### src/rtl/countdown_sequencer.sv
// countdown_sequencer: loadable 4-bit down counter with a power-of-two tick
// prescaler, one-shot or auto-reload operation, an abort input and a
// registered single-cycle expiry pulse.
module countdown_sequencer (
   input  logic       clk,
   input  logic       reset,
   input  logic       start,
   input  logic       stop,
   input  logic [3:0] load_val,
   input  logic [1:0] prescale,
   input  logic       mode,
   output logic [3:0] q,
   output logic       busy,
   output logic       done
);

   typedef enum logic [1:0] {
      IDLE   = 2'd0,
      RUN    = 2'd1,
      EXPIRE = 2'd2
   } state_t;

   state_t     state;
   logic [3:0] shadow_val;
   logic [1:0] shadow_pre;
   logic       shadow_mode;
   logic [2:0] pre_cnt;
   logic [2:0] tick_limit;
   logic       tick;

   // Terminal prescaler value (2^prescale - 1) taken from the captured setting
   always_comb begin
      tick_limit = 3'd0;
      case (shadow_pre)
         2'd0:    tick_limit = 3'd0;
         2'd1:    tick_limit = 3'd1;
         2'd2:    tick_limit = 3'd3;
         default: tick_limit = 3'd7;
      endcase
   end

   assign tick = (pre_cnt == tick_limit);
   assign busy = (state != IDLE);

   // Sequencer: start/stop handling, prescaled countdown, expiry and reload
   always_ff @(posedge clk or posedge reset) begin
      if (reset) begin
         state       <= IDLE;
         q           <= 4'd0;
         done        <= 1'b0;
         pre_cnt     <= 3'd0;
         shadow_val  <= 4'd0;
         shadow_pre  <= 2'd0;
         shadow_mode <= 1'b0;
      end else begin
         done <= 1'b0;
         case (state)
            IDLE: begin
               if (start && !stop) begin
                  shadow_val  <= load_val;
                  shadow_pre  <= prescale;
                  shadow_mode <= mode;
                  q           <= load_val;
                  pre_cnt     <= 3'd0;
                  if (load_val != 4'd0) begin
                     state <= RUN;
                  end else begin
                     state <= EXPIRE;
                     done  <= 1'b1;
                  end
               end
            end
            RUN: begin
               if (stop) begin
                  state <= IDLE;
               end else if (tick) begin
                  pre_cnt <= 3'd0;
                  if (q != 4'd0) begin
                     q <= q - 4'd1;
                  end
                  if (q <= 4'd1) begin
                     state <= EXPIRE;
                     done  <= 1'b1;
                  end
               end else begin
                  pre_cnt <= pre_cnt + 3'd1;
               end
            end
            EXPIRE: begin
               if (stop) begin
                  state <= IDLE;
               end else if (shadow_mode && (shadow_val != 4'd0)) begin
                  q       <= shadow_val;
                  pre_cnt <= 3'd0;
                  state   <= RUN;
               end else begin
                  q     <= 4'd0;
                  state <= IDLE;
               end
            end
            default: begin
               state <= IDLE;
            end
         endcase
      end
   end

endmodule

### config.mk
export PLATFORM = sky130hd
export DESIGN_NAME = countdown_sequencer
export DESIGN_NICKNAME = d
export VERILOG_FILES = /design/src/rtl/countdown_sequencer.sv
export SDC_FILE = /design/constraint.sdc
export NUM_CORES = 1
export LEC_CHECK = 0
export ABC_AREA = 1
export CAP_MARGIN = 5
export CORE_UTILIZATION = 50
export DETAILED_ROUTE_END_ITERATION = 8
export PLACE_DENSITY = 0.78
export SETUP_SLACK_MARGIN = 0.3
export SYNTH_ARGS = -nofsm -noshare
export SYNTH_HDL_FRONTEND = slang
export SYNTH_SLANG_ARGS = --single-unit
export TNS_END_PERCENT = 50
### constraint.sdc
create_clock -name clk -period 2 [get_ports clk]
set_clock_uncertainty 0.1 [all_clocks]
set_input_delay 0.4 -clock clk [delete_from_list [all_inputs] [get_ports clk]]
set_output_delay 0.4 -clock clk [all_outputs]
set_load 0.005 [all_outputs]
==> flow_summary.toml, run 1 <==
[setup_path]
r2r_start = "state[0]$_DFFE_PP0P_"
worstPathRequired_ns = 1.50
critPathLaunch = "state[0]$_DFFE_PP0P_"
cp_max_fo = 2
endpoint = "busy"
rrSetupSlack_ns = 0.34
worst_setup_path_start_kind = "register"
r2r-end = "pre_cnt[2]$_DFFE_PP0P_"
rr_worst_depth = 9
crit_type = "register to primary output"
cp-end-kind = "primary output"
arrival_ns = 1.22

[clock_network]
ctsHoldBuffers = 0
htree_levels = 1
clkLatencyLatePin_ns = 0.30
clock_sinks = 17
cts_buffer_depth = 2
path_clk_slew_ns = 0.10
cts_tree = "built"
cts_made_buffers = 3
root_buffer = "clkbuf_4"

[global_route]
grt_antenna_before_repair = 0
grt-ovfl-total = 0
grt_max_degree = 18
grt_usage = 0.2194
grt_pass1_wl_um = 4008
grt_pass1_vias = 955

[timing]
timing.hold.ws_ns = 0.3001
setup_viol = 0
rsz0062_at_grt = "yes"
fin_crit_sh = 0.8621
tns_ns = 0
fmax_mhz = 580.0
slew_viol_final = 0
layout_min_cycle_time_ns = 1.724
worst_pin_slew_ns = 0.4047
slew_headroom = 0.7294
finalHoldViolCount = 0

[yosys]
synth.area.top_cells = "dfrtp_1, nand2_1, ha_1"
syn_nets = 165
synth.avg_cell_area_um2 = 7.610
netlist_area_um2 = 1111
yosysSeqAreaShare = 0.3829
yosysWarnings = 0
synth_seq_cells = 17
yosysTopAreaCellShare = 0.3829
synthCells = 146
synth_largest_area_cell = "dfrtp_1"
synth_cell_types = 23

[floorplan]
io_pins = 17
die_x_um = 49.14
rows = 16
die_height_um = 49.14
start_util = 0.5495
core-area_um2 = 2022
die_area_um2 = 2415

[cells_and_area]
final_layout_size_suffix_gt1_frac = 0.1637
syn2layout_area_growth_pct = 25.45
fin_nets = 191
diodes = 0
final_common_cell = "nand2_1"
fin_area_um2 = 1394
mostFrequentLayoutCells = "nand2_1, inv_1, dfrtp_1, nand3_1, clkdlybuf4s50_1"
num-fill-cells = 162

[power_and_ir_drop]
vdd.ir_drop.worst_mv = 0.8415
finalPower_mw = 2.158
p_leak_nw = 0.7163
p_per_area_nw_per_um2 = 1548

[hold_path]
min_path_type = "input pin to async pin"

[route]
drt_drc_violations_left = 0
drt_wl_total_um = 2391
via_per_inst = 5.258
ant_nets = 0
avgRoutedWirePerCell_um = 12.08
drtPass1Iterations = 5
vias = 1041
drt_iter0_drc = 21

[status]
outcome = "finished clean"

[placement]
placed_area_um2 = 1304
gp_congestion = 0.8929
numPortBuffers = 16
dp_hpwl_um = 1751

[job]
drv_cap = 0
state kept, by name, summed over array words and instances, names as in the netlist:
register / cells
shadow_val: 4
state: 2
done: 1
q: 4
pre_cnt: 3
shadow_pre: 2
shadow_mode: 1
repair_timing:
action | in CTS | in global routing
cloned | 0 | 0
pin swaps | 0 | 4
endpoints found under the setup margin | 5 | 13
endpoints found under the hold margin | 0 | 0
setup buffers | 4 | 1
gates resized for setup | 2 | 11
metrics by stage:
step           utilization  setup WS, ns  std cells
2_1_floorplan            -        0.4982        146
3_3_place_gp        0.6448        0.1503        189
3_5_place_dp        0.6448        0.1234        189
4_1_cts             0.6733        0.2395        197
5_1_grt             0.6894        0.2083        198
6_report            0.6894        0.2758        198
worst min path at each step:
stage                              startpoint                        end  slack (ns)  depth (start not counted)
floorplan                               reset             done$_DFF_PP0_        0.23                          1
global placement             q[3]$_DFFE_PP0P_           q[3]$_DFFE_PP0P_        0.41                          2
detailed placement  shadow_val[3]$_DFFE_PP0P_  shadow_val[3]$_DFFE_PP0P_        0.42                          2
CTS                                     reset  shadow_pre[1]$_DFFE_PP0P_        0.31                          3
global route                            reset  shadow_pre[1]$_DFFE_PP0P_        0.36                          3
finish                                  reset  shadow_pre[1]$_DFFE_PP0P_        0.30                          3
worst max-delay path, cell delays in order (launching register included):
cell and delay (ns):
dfrtp_1 0.40, inv_2 0.08, ha_4 0.14, inv_1 0.05, dlygate4sd2_1 0.26
synthesized netlist by cell type:
library cell and instances:
or2_2 1, o21ai_0 9, nor2_2 1, nand4_1 4, ha_1 8, clkinv_1 1, buf_6 1, nand3_1 15
inv_1 20, o22ai_1 2, a21oi_1 5, xnor2_1 1, o21ai_1 4, o21bai_1 1, xor2_1 1, nor2_1 12
nand2_1 33, dfrtp_1 17, buf_2 1, mux2_2 4, nand2_2 2, nand3_2 2, inv_2 1
cell type report:
type | instances | area [um^2] | share of cell area
tap | 27 | 33.78 | 0.02424
clock buffer | 4 | 26.28 | 0.01885
sequential | 17 | 425.4 | 0.3052
inverter | 22 | 82.58 | 0.05925
multi-input combinational | 105 | 609.3 | 0.4372
timing repair buffer | 23 | 216.5 | 0.1553
cell families (layout without fill, tap and decap cells):
kind of cell,Yosys count,count (layout),synth area share
and+or+nand+nor,70,70,0.2827
buffers and inverters,24,49,0.08895
AOI/OAI and AO/OA,21,21,0.09909
DFF,17,17,0.3829
adders and majority gates,8,8,0.09009
muxes,4,4,0.04054
xor gates and xnor gates,2,2,0.01577
power by group:
part	internal, mW	switching, mW	leakage (nW)
logic	0.598	0.740	0.488
clock network	0.0778	0.112	0.0150
registers	0.496	0.133	0.213
total	1.17	0.985	0.716
routing by layer:
layer,track usage,share of wire,up-vias
met3,0.03427,0.031,6
met1,0.2798,0.47,479
met4,0.1225,0.014,0
met2,0.3516,0.49,28
met5,0,0,-
li1,-,-,528
No activity file was read; power rests on OpenSTA's default activity.
==> run 2: changes to the inputs <==
- GPL_TIMING_DRIVEN: unset -> 0
==> flow_summary.toml, run 2 (synthesis gave the netlist of run 1 again) <==
[power_and_ir_drop]
p_per_area_nw_per_um2 = 1563
vdd.ir_drop.worst_mv = 1.004
p_leak_nw = 0.7192

[setup_path]
arrival_ns = 1.21
cp_max_fo = 4
crit_type = "register to primary output"
cp_slowest_cell = "clkdlybuf4s50_1"
worst_setup_path_start_kind = "register"
max_stage_delay_ns = 0.52
worstPathRequired_ns = 1.50
cp.buffers_inverters = 1
cp-end-kind = "primary output"
path_cells = "clkdlybuf4s50_1"
critical-path-top-delay-family = "buffers and inverters"

[clock_network]
cts_tree = "built"
clkLatencyLatePin_ns = 0.29
clock_sinks = 17
cts_buffer_depth = 2
htree_levels = 1
root_buffer = "clkbuf_4"
path_clk_slew_ns = 0.10
cts_made_buffers = 3
ctsHoldBuffers = 0

[route]
avgRoutedWirePerCell_um = 12.11
vias = 1047
drt_wl_total_um = 2421
drt_iter0_drc = 57
drtPass1Iterations = 4
drt_drc_violations_left = 0
via_per_inst = 5.235
ant_nets = 0

[global_route]
grt_pass1_wl_um = 3877
grt_pass1_vias = 935
grt_usage = 0.2111
grt_max_degree = 18
grt_antenna_before_repair = 0
grt-ovfl-total = 0

[cells_and_area]
num-fill-cells = 167
largestRegisters = "q: 4 flops, shadow_val: 4 flops, pre_cnt: 3 flops"
syn2layout_area_growth_pct = 28.72
fin_nets = 193
fin_area_um2 = 1430
diodes = 0
mostFrequentLayoutCells = "nand2_1, inv_1, dfrtp_1, nand3_1, clkdlybuf4s50_1"
final_layout_size_suffix_gt1_frac = 0.1850
final_common_cell = "nand2_1"

[timing]
setup_viol = 0
fin_crit_sh = 0.8549
fmax_mhz = 584.9
layout_min_cycle_time_ns = 1.710
finalHoldViolCount = 0
slew_viol_final = 0
slew_headroom = 0.5594
tns_ns = 0
rsz0062_at_grt = "yes"
worst_pin_slew_ns = 0.6602

[job]
drv_cap = 0

[floorplan]
die_height_um = 49.14
core-area_um2 = 2022
rows = 16
die_x_um = 49.14
die_area_um2 = 2415
start_util = 0.5495
io_pins = 17

[status]
outcome = "finished clean"

[placement]
numPortBuffers = 16
gp_congestion = 0.8792
placed_area_um2 = 1305
dp_hpwl_um = 1793

[hold_path]
min_path_type = "input pin to async pin"
==> run 2: area by class of cell <==
cell class	count	area, um^2	share of cell area
plain buffers	2	16.27	0.01137
clock buffers	4	26.28	0.01837
inverters	22	82.58	0.05774
multi-input cells	105	631.9	0.4418
flip-flops and latches	17	425.4	0.2975
well taps	27	33.78	0.02362
repair buffers	23	214.0	0.1496
==> run 2: power breakdown <==
| part | total (mW) | switching, mW | internal, mW | leakage, nW |
|---|---|---|---|---|
| registers | 0.630 | 0.133 | 0.496 | 0.213 |
| clock network | 0.185 | 0.107 | 0.0777 | 0.0150 |
| logic | 1.42 | 0.761 | 0.659 | 0.491 |
| total | 2.23 | 1.00 | 1.23 | 0.719 |
==> run 2: routing by layer <==
| metal | part of all wire | track usage | wire length, um | vias up |
|---|---|---|---|---|
| li1 | - | - | - | 526 |
| met1 | 0.46 | 0.2642 | 1102 | 489 |
| met2 | 0.49 | 0.3356 | 1181 | 26 |
| met3 | 0.037 | 0.04050 | 90 | 6 |
| met4 | 0.019 | 0.1225 | 46 | 0 |
| met5 | 0 | 0 | 0 | - |
==> run 2: worst paths after layout <==
check                                          start                        end  slack [ns]  depth (start not counted)
max                                 q[0]$_DFFE_PP0P_                       q[0]        0.29                          1
min                                            reset  shadow_pre[0]$_DFFE_PP0P_        0.39                          2
max reg2reg                     state[0]$_DFFE_PP0P_           q[3]$_DFFE_PP0P_        0.30                         11
min reg2reg                shadow_val[3]$_DFFE_PP0P_  shadow_val[3]$_DFFE_PP0P_        0.43                          2
max in group asynchronous                      reset           q[2]$_DFFE_PP0P_        0.99                          2
min in group clk           shadow_val[3]$_DFFE_PP0P_  shadow_val[3]$_DFFE_PP0P_        0.43                          2
==> run 2: through the flow <==
stage	utilization	setup WS [ns]	std cells	total power [mW]	hold WS (ns)
floorplan	-	0.4982	146	1.491	0.2261
global placement	0.6454	0.1155	189	1.775	0.4071
detailed placement	0.6454	0.1175	189	1.816	0.4014
CTS	0.6751	0.2483	196	2.090	0.4146
global route	0.7073	0.2075	200	2.429	0.4580
finish	0.7073	0.2902	200	2.235	0.3851
==> run 2: what timing repair did <==
action	in CTS	in global routing
pin swaps	0	7
buffers inserted	3	4
resized for setup	5	12
endpoints found under the setup margin	5	13
